`src/rtl/cordic_pkg.sv`:
```
// ---------------------------------------------------------------------------
// cordic_pkg
// Shared types, constants and helper functions for the NCO front-end that
// feeds the 16-stage rotation CORDIC and un-folds its results.
//   Z_W             : CORDIC angle / data width
//   CORDIC_LAT      : cycles from z_tgt to the matching x_out/y_out
//   PHASE_W_DEFAULT : default phase accumulator width
//   tag_t           : {valid, flip} tag travelling alongside each sample
//   fold_t          : folded angle plus the flip flag
// ---------------------------------------------------------------------------
package cordic_pkg;

    localparam int Z_W             = 16;
    localparam int CORDIC_LAT      = 16;
    localparam int PHASE_W_DEFAULT = 32;

    typedef struct packed {
        logic valid;
        logic flip;
    } tag_t;

    typedef struct packed {
        logic [Z_W-1:0] z;
        logic           flip;
    } fold_t;

    // Fold a full-circle phase into the CORDIC range [-pi/2, pi/2).
    // Quadrants 1 and 2 are rotated by pi; that rotation only toggles
    // p[15], which the folded angle never looks at, so one formula serves
    // every quadrant.
    function automatic fold_t fold_phase(input logic [Z_W-1:0] p);
        fold_t r;
        r.flip = p[Z_W-1] ^ p[Z_W-2];
        r.z    = {p[Z_W-2:0], 1'b0};
        return r;
    endfunction

    // Two's-complement negation that clamps -1.0 to the largest positive
    // code instead of wrapping back to -1.0.
    function automatic logic signed [Z_W-1:0] neg_sat(input logic signed [Z_W-1:0] v);
        if (v == {1'b1, {(Z_W-1){1'b0}}}) begin
            return {1'b0, {(Z_W-1){1'b1}}};
        end
        return -v;
    endfunction

endpackage

```
`src/rtl/cordic_tag_delay.sv`:
```
// ---------------------------------------------------------------------------
// cordic_tag_delay
// Fixed-depth shift register used to carry per-sample tags across the
// CORDIC pipeline.
//   clk : clock
//   clr : synchronous active-high clear of every stage
//   d   : tag entering the line
//   q   : tag leaving the line DEPTH cycles later
// ---------------------------------------------------------------------------
module cordic_tag_delay
    import cordic_pkg::*;
#(
    parameter int DEPTH = CORDIC_LAT,
    parameter int WIDTH = $bits(tag_t)
) (
    input  logic             clk,
    input  logic             clr,
    input  logic [WIDTH-1:0] d,
    output logic [WIDTH-1:0] q
);

    logic [WIDTH-1:0] stages [DEPTH];

    // Clear flushes everything in flight so stale tags never reach the output.
    always_ff @(posedge clk) begin
        if (clr) begin
            for (int i = 0; i < DEPTH; i++) begin
                stages[i] <= '0;
            end
        end else begin
            stages[0] <= d;
            for (int i = 1; i < DEPTH; i++) begin
                stages[i] <= stages[i-1];
            end
        end
    end

    assign q = stages[DEPTH-1];

endmodule

```
`src/rtl/cordic_nco_frontend.sv`:
```
// ---------------------------------------------------------------------------
// cordic_nco_frontend
// Phase-accumulator NCO that drives the rotation CORDIC with a folded angle
// and turns the CORDIC's x/y back into full-circle cos/sin.
//   clk, rst      : clock, synchronous active-high reset
//   cfg_load      : latch fcw_in / phase_ofs_in into the active registers
//   fcw_in        : frequency tuning word (unsigned)
//   phase_ofs_in  : phase offset, 65536 = one turn
//   sync_clr      : zero the accumulator
//   run           : advance the accumulator; marks the issued sample valid
//   z_tgt         : folded angle to the CORDIC (pi/4 = 16384)
//   cx_in, cy_in  : CORDIC x_out / y_out (Q1.15)
//   cos_out, sin_out, out_valid : un-folded result and its valid flag
// ---------------------------------------------------------------------------
module cordic_nco_frontend
    import cordic_pkg::*;
#(
    parameter int PHASE_W    = cordic_pkg::PHASE_W_DEFAULT,
    parameter int CORDIC_LAT = cordic_pkg::CORDIC_LAT
) (
    input  logic                  clk,
    input  logic                  rst,
    input  logic                  cfg_load,
    input  logic [PHASE_W-1:0]    fcw_in,
    input  logic [Z_W-1:0]        phase_ofs_in,
    input  logic                  sync_clr,
    input  logic                  run,
    output logic signed [Z_W-1:0] z_tgt,
    input  logic signed [Z_W-1:0] cx_in,
    input  logic signed [Z_W-1:0] cy_in,
    output logic signed [Z_W-1:0] cos_out,
    output logic signed [Z_W-1:0] sin_out,
    output logic                  out_valid
);

    logic [PHASE_W-1:0] acc;
    logic [PHASE_W-1:0] fcw_act;
    logic [Z_W-1:0]     ofs_act;
    logic [Z_W-1:0]     phase;
    fold_t              folded;
    tag_t               issue_tag;
    tag_t               tag_out;

    // The phase is taken from register values before this edge's update,
    // so a sample issued together with sync_clr still carries the old phase.
    assign phase  = acc[PHASE_W-1 -: Z_W] + ofs_act;
    assign folded = fold_phase(phase);

    // Issue stage: config registers, accumulator, angle to the CORDIC and the
    // tag that will meet the CORDIC result. The tag is registered alongside
    // z_tgt so that the delay line only has to span the CORDIC itself.
    always_ff @(posedge clk) begin
        if (rst) begin
            acc       <= '0;
            fcw_act   <= '0;
            ofs_act   <= '0;
            z_tgt     <= '0;
            issue_tag <= '0;
        end else begin
            if (cfg_load) begin
                fcw_act <= fcw_in;
                ofs_act <= phase_ofs_in;
            end
            if (sync_clr) begin
                acc <= '0;
            end else if (run) begin
                acc <= acc + fcw_act;
            end
            z_tgt           <= folded.z;
            issue_tag.valid <= run;
            issue_tag.flip  <= folded.flip;
        end
    end

    cordic_tag_delay #(
        .DEPTH (CORDIC_LAT),
        .WIDTH ($bits(tag_t))
    ) u_tag_delay (
        .clk (clk),
        .clr (rst),
        .d   (issue_tag),
        .q   (tag_out)
    );

    // Output stage: undo the pi rotation on flipped samples. Invalid samples
    // still update cos/sin; only out_valid distinguishes them.
    always_ff @(posedge clk) begin
        if (rst) begin
            cos_out   <= '0;
            sin_out   <= '0;
            out_valid <= 1'b0;
        end else begin
            if (tag_out.flip) begin
                cos_out <= neg_sat(cx_in);
                sin_out <= neg_sat(cy_in);
            end else begin
                cos_out <= cx_in;
                sin_out <= cy_in;
            end
            out_valid <= tag_out.valid;
        end
    end

endmodule
```
`config.mk`:
```
export PLATFORM = sky130hd
export DESIGN_NAME = cordic_nco_frontend
export DESIGN_NICKNAME = d
export VERILOG_FILES = /design/src/rtl/cordic_pkg.sv /design/src/rtl/cordic_tag_delay.sv /design/src/rtl/cordic_nco_frontend.sv
export SDC_FILE = /design/constraint.sdc
export NUM_CORES = 1
export LEC_CHECK = 0
export BUFFER_PORTS_ARGS = -buffer_cell sky130_fd_sc_hd__buf_2
export CAP_MARGIN = 0
export CORE_ASPECT_RATIO = 1.5
export CORE_MARGIN = 3
export CORE_UTILIZATION = 56
export DETAILED_ROUTE_END_ITERATION = 6
export GPL_TIMING_DRIVEN = 0
export PLACE_DENSITY = 0.79
export SYNTH_ARGS = -nofsm -noshare
export SYNTH_HDL_FRONTEND = slang
export SYNTH_SLANG_ARGS = --single-unit
```
`constraint.sdc`:
```
create_clock -name clk -period 3.32 [get_ports clk]
set_input_delay 0.664 -clock clk [delete_from_list [all_inputs] [get_ports clk]]
set_output_delay 0.664 -clock clk [all_outputs]
set_load 0.01 [all_outputs]
```
==> results by group, run 1 <==
Power and ir drop
  – Flop pwr share: 0.465
  – Psw: 1.209 mW
  – Clock Power Share: 0.429
  – Power density over the cells: 478.2 mW/mm²
  – Int Pwr: between 3 and 4 mW
  – Peak VDD IR: roughly 0.32 mV
  – Pwr Total: 4.441 mW
  – Leakage power total: about 4.4 nW
  – Combinational power share: 0.106
  – Switching share of power: 0.2723

Logic synthesis
  – Post-synth EDFFs: 0
  – Yosys reg bits: 162
  – Cell Area, Synth: 0.007839 mm²
  – Synth top area cells: dfxtp_1, mux2i_1, ha_1, nor2_1, xor2_1
  – Distinct cells, synth: a little under 60
  – Most common cell in the synthesized netlist: dfxtp_1
  – Synth top cells by count: dfxtp_1, nor2_1, a21oi_1, mux2i_1, nand2_1
  – Register area share after synthesis: 0.4137
  – Post-synthesis async set-or-reset flop share: 0
  – Mapped Nets: roughly 1000
  – Post-synth top area cell: dfxtp_1
  – Synth top area share: 0.4137
  – Synthesized area per cell: 9.041 µm²
  – Yosys warns: 0
  – Mapped Cells: 867
  – Main synth FF type: dfxtp_1

Critical path
  – WP data arrival: approximately 3.6 ns
  – Worst path cell trace: ha_1 -> inv_1 -> fa_1 -> nor2b_1 -> o21a_1 -> o21ai_1 -> a211o_1 -> a211o_1 -> a311o_1 -> a21oi_2 -> a31oi_1 -> xor2_1 -> o21ai_1
  – Critical path buffer and inverter count: 1
  – Crit-path max cell delay: 0.41 ns
  – Critical-path maximum fanout: 3
  – Startpoint Class: flip-flop
  – CP required: 3.67 ns
  – Slowest CP cell: a311o_1
  – R2r worst-path depth: 13
  – Stages on worst setup path: 13
  – Crit Path Class: reg2reg
  – Critical path endpoint category: flip-flop
  – Worst path top cell family by delay: compound AO/OA/AOI/OAI gates

Floorplan
  – Boundary pin count: 134
  – Starting Density: 0.5765
  – Cell Rows: 52
  – DIE WIDTH: 102.6 µm
  – Core ar.: 0.01360 mm²
  – DIE HEIGHT: 150.9 µm
  – Die area: 0.01548 mm²

Worst hold path
  – Hold Path Cell Cnt: 1
  – Worst min path class: reg2reg

Place
  – RePlAce Congestion: 0.9422
  – Half-perimeter wire length after detailed placement: 13.80 mm
  – PortBufs: 130
  – Pre-CTS WS: around 0.035 ns
  – Placed cells: 1159

Global routing
  – First-pass GRT wire length: 29.53 mm
  – Initial antenna violation count: 0
  – Gr usage total: 0.2397
  – GRT Max-Usage Layer: met2
  – GR met1 Demand/Resource: 0.2659
  – Vias in the first global route: 6380
  – Largest net degree at the start of global routing: 19
  – Met3 GRT Util: 0.03779
  – Met2 Use GR: 0.4463
  – Remaining global-route overflow: 0

Finish
  – Area grow syn2layout: 18.47%
  – Diode count: 0
  – Finished Layout Cells: roughly 1200
  – NumNets Final: 1152
  – Layout cell share with drive strength beyond 1: 0.1709

Routing
  – DRC Markers: 0
  – Via Count: 6572
  – 1st-iter DRT viols: 208
  – Routed len/inst: 15.38 µm
  – Final wirelength: 18.33 mm
  – Post-DRT Antenna Nets: 0
  – DRT Pass-1 Iters: 5
  – Vias per std cell: approximately 5.5

STA
  – Endpoints failing setup: 0
  – Worst Tran Pin Value: 0.9458 ns
  – RSZ-0062 raised after global routing: yes
  – Setup Skew: 0.01238 ns
  – Rel. slew slack: 0.3695
  – Fin. Hold Viols: 0
  – Crit share post-route: 0.9643
  – Min Clock Period, post-route: 3.201 ns
  – Fmax: 0.3124 GHz
  – Slew Limit Fails: 0
  – Setup WS post-layout: between 0.1 and 0.15 ns

Run
  – Number of max-cap violations: 0

Outcome
  – Status: finished clean

Clock network
  – CTS Buf Count: 17
  – Clock-pin slew on the worst setup and hold paths: ~0.070 ns
  – CTS tree: built
  – Skew-Pair Late Insertion Delay: roughly 0.43 ns
  – Maximum root-to-sink buffer count: 2
  – # clock sinks: 162
  – # H-tree levels: 4
  – Root Buffer: clkbuf_16
[per-layer routing]
| metal | vias up | wire (µm) |
|---|---|---|
| met1 | 3061 | 7302 |
| met2 | 160 | 9878 |
| met4 | 0 | 384 |
| li1 | 3321 | - |
| met5 | - | 0 |
| met3 | 30 | 764 |
[power by group through the flow]
stage                     registers, mW  clock network [mW]  logic (mW)
after CTS                          2.06                1.93       0.472
after detailed placement           2.11                   0       0.467
after floorplan                    2.11                   0       0.289
after global placement             2.11                   0       0.460
after global routing               2.07                2.02       0.528
final                              2.06                1.90       0.473
[cells by family after synthesis]
group,count (synthesis),synth area share
xor+xnor,63,0.07039
other cells,1,0.0004784
mux,65,0.08300
flops,162,0.4137
compound gates,188,0.1548
fa+ha+maj,50,0.08172
simple gates,279,0.1671
buf+inv,59,0.02873
[final cells by class]
class	count	area [µm²]
timing repair buffer	131	658.1
inverter	18	67.56
buffer	41	157.7
fill	1143	4312
clock buffer	17	425.4
tap	162	202.7
clock inverter	15	155.1
sequential	162	3243
multi-input combinational	646	4377
[placed cells by master (no fill, tap or decap), types with 5 or more instances in the layout]
cell type,n
nor2b_1,44
buf_2,130
or3_1,7
nor2_1,113
xnor2_1,20
dfxtp_1,162
ha_1,48
a211oi_1,10
inv_6,5
clkbuf_16,17
a21oi_1,68
and3_1,6
nand2b_1,8
nand3_1,13
mux2i_1,65
xor2_1,43
nand2_1,55
nor3_1,15
o31ai_1,10
a21o_1,22
o21ai_0,29
o21a_1,6
inv_1,17
clkbuf_1,39
[final timing paths]
path / startpoint / to / slack [ns]
worst max-delay path: fcw_act[0] / acc[30] / 0.12
worst min-delay path: u_tag_delay.stages[0][10] / u_tag_delay.stages[0][12] / 0.44
worst max register to register: fcw_act[0] / acc[30] / 0.12
worst min register to register: u_tag_delay.stages[0][10] / u_tag_delay.stages[0][12] / 0.44
[worst register-to-register path, stage by stage (launching register included)]
cell and delay (ns):
dfxtp_1 0.34, ha_1 0.17, inv_1 0.06, fa_1 0.37, nor2b_1 0.16, o21a_1 0.15
o21ai_1 0.11, a211o_1 0.37, a211o_1 0.32, a311o_1 0.41, a21oi_2 0.26, a31oi_1 0.14
xor2_1 0.15, o21ai_1 0.13
[registers in the layout (all words and copies together), names as in the netlist]
register	cells
acc	32
fcw_act	32
u_tag_delay.stages	32
cos_out	16
ofs_act	16
sin_out	16
z_tgt	15
issue_tag	2
out_valid	1
[per-stage QoR]
stage / TNS [ns] / util / instance area (µm²) / hold WS [ns]
after global routing: -0.03712 / 0.6829 / 9286 / 0.4554
final: 0 / 0.6829 / 9286 / 0.4376
after CTS: 0 / 0.6819 / 9273 / 0.4407
after global placement: 0 / 0.6392 / 8692 / 0.4187
after detailed placement: 0 / 0.6392 / 8692 / 0.4259
after floorplan: 0 / - / 7839 / 0.4138
[what timing repair did]
item / in CTS / in global routing
endpoints found under the setup margin: 0 / 3
setup buffers: 0 / 1
gates resized for setup: 0 / 2
hold buffers: 0 / 0
(Power assumes the default switching activity.)
==> run 2, diff against run 1 <==
- CORE_UTILIZATION: 56 -> 60
- PLACE_DENSITY: 0.79 -> 0.83
- RECOVER_POWER: default -> 50
- clock period: 3.32 -> 3.8 ns (I/O delays scaled with it)
==> results by group, run 2 (synthesized netlist as in run 1, its figures left out) <==
Finish
  – Layout fillers: 980
  – NumNets Final: 1151
  – Area grow syn2layout: 17.40%
  – Largest regs: acc (32), fcw_act (32), u_tag_delay.stages (32)
  – Commonest non-fill, non-tap cell in the layout: dfxtp_1
  – Commonest non-fill, non-tap cells in the layout: dfxtp_1, nor2_1, clkbuf_1, buf_2, a21oi_1
  – Layout cell share with drive strength beyond 1: 0.1205
  – Diode count: 0
  – Fin area: 0.009203 mm²

Routing
  – 1st-iter DRT viols: 254
  – Via Count: 6590
  – Final wirelength: 18.62 mm
  – Vias per std cell: 5.561
  – Routed len/inst: 15.71 µm
  – Post-DRT Antenna Nets: 0
  – DRC Markers: 0
  – DRT Pass-1 Iters: 5

Clock network
  – Skew-Pair Late Insertion Delay: approximately 0.43 ns
  – # clock sinks: 162
  – Hold buffers post-CTS: 0
  – CTS resizes: 0
  – Root Buffer: clkbuf_16
  – # H-tree levels: 4
  – CTS tree: built
  – Clock-pin slew on the worst setup and hold paths: 0.07 ns
  – Maximum root-to-sink buffer count: 2
  – Post-CTS setup buffers: 0
  – CTS Buf Count: 17

Critical path
  – Critical path endpoint category: flip-flop
  – WP data arrival: 3.71 ns
  – Crit Path Class: reg2reg
  – CP required: 4.15 ns
  – Critical-path maximum fanout: 3
  – Startpoint Class: flip-flop

STA
  – Slew Limit Fails: 0
  – Fmax: 0.2979 GHz
  – RSZ-0062 raised after global routing: no
  – Fin. Hold Viols: 0
  – Endpoints failing setup: 0
  – Rel. slew slack: 0.3875
  – Worst Tran Pin Value: 0.9188 ns
  – Min Clock Period, post-route: 3.357 ns
  – Fin Setup TNS: 0 ns
  – Crit share post-route: 0.8833
  – Setup Skew: 0.01118 ns

Global routing
  – First-pass GRT wire length: approximately 31 mm
  – Largest net degree at the start of global routing: 19
  – Vias in the first global route: 6635
  – Initial antenna violation count: 0
  – Remaining global-route overflow: 0
  – Gr usage total: 0.2595

Place
  – PortBufs: 130
  – Half-perimeter wire length after detailed placement: 13.81 mm
  – RePlAce Congestion: 0.9735
  – Placed cell area: between 0.008 and 0.009 mm²

Floorplan
  – Starting Density: 0.6203
  – Die area: 0.01450 mm²
  – Core ar.: about 0.013 mm²
  – Boundary pin count: 134
  – DIE HEIGHT: 146.0 µm
  – Cell Rows: 50
  – DIE WIDTH: 99.33 µm

Power and ir drop
  – Leakage power total: 4.223 nW
  – Power density over the cells: 422.8 mW/mm²
  – Peak VDD IR: 0.3468 mV

Outcome
  – Status: finished clean

Run
  – Number of max-cap violations: 0

Worst hold path
  – Worst min path class: reg2reg
==> run 2: path summary, 6_finish.rpt <==
path	startpoint	endpoint	slack, ns	cells after the start
worst max-delay path	acc[0]	acc[30]	0.44	13
worst min-delay path	u_tag_delay.stages[0][3]	u_tag_delay.stages[0][5]	0.43	1
worst max register to register	acc[0]	acc[30]	0.44	13
worst min register to register	u_tag_delay.stages[0][3]	u_tag_delay.stages[0][5]	0.43	1
==> run 2: metal layers <==
metal	vias to the layer above	track usage	wire length, µm
met5	-	0	0
met4	0	0.1059	456
met3	37	0.04748	947
met2	205	0.4879	9875
met1	3029	0.2783	7337
li1	3319	-	-
==> run 2: per-stage QoR <==
stage / instances / power [mW] / util / hold WS [ns] / worst slack [ns]
2_1_floorplan: 867 / 2.098 / - / 0.4138 / 0.8136
3_3_place_gp: 1153 / 2.238 / 0.6872 / 0.4172 / 0.5785
3_5_place_dp: 1153 / 2.251 / 0.6872 / 0.4212 / 0.4910
4_1_cts: 1185 / 3.913 / 0.7331 / 0.4355 / 0.4700
5_1_grt: 1185 / 4.032 / 0.7282 / 0.4535 / 0.3204
6_report: 1185 / 3.891 / 0.7282 / 0.4317 / 0.4434
==> run 2: worst max-delay path, stage by stage, from the launching register on <==
cell,delay [ns]
dfxtp_1,0.35
ha_1,0.19
inv_1,0.06
fa_1,0.37
nor2b_1,0.16
o21a_1,0.15
o21ai_1,0.10
a211o_1,0.37
a211o_1,0.31
a311o_1,0.41
a21oi_1,0.33
a31oi_1,0.16
xor2_1,0.17
o21ai_1,0.14
==> run 2: cell type report <==
class,count,area [µm²],area share
well taps,156,195.2,0.02121
plain buffers,41,157.7,0.01713
inverters,18,67.56,0.007342
clock inverters,15,153.9,0.01672
multi-input cells,646,4370,0.4749
clock buffers,17,425.4,0.04623
repair buffers,130,589.3,0.06404
flip-flops and latches,162,3243,0.3524
==> run 2: where the power goes <==
| part | total (mW) | switching (mW) | internal, mW |
|---|---|---|---|
| Sequential | 1.80 | 0.0356 | 1.77 |
| Clock | 1.68 | 0.798 | 0.881 |
| Combinational | 0.408 | 0.238 | 0.170 |
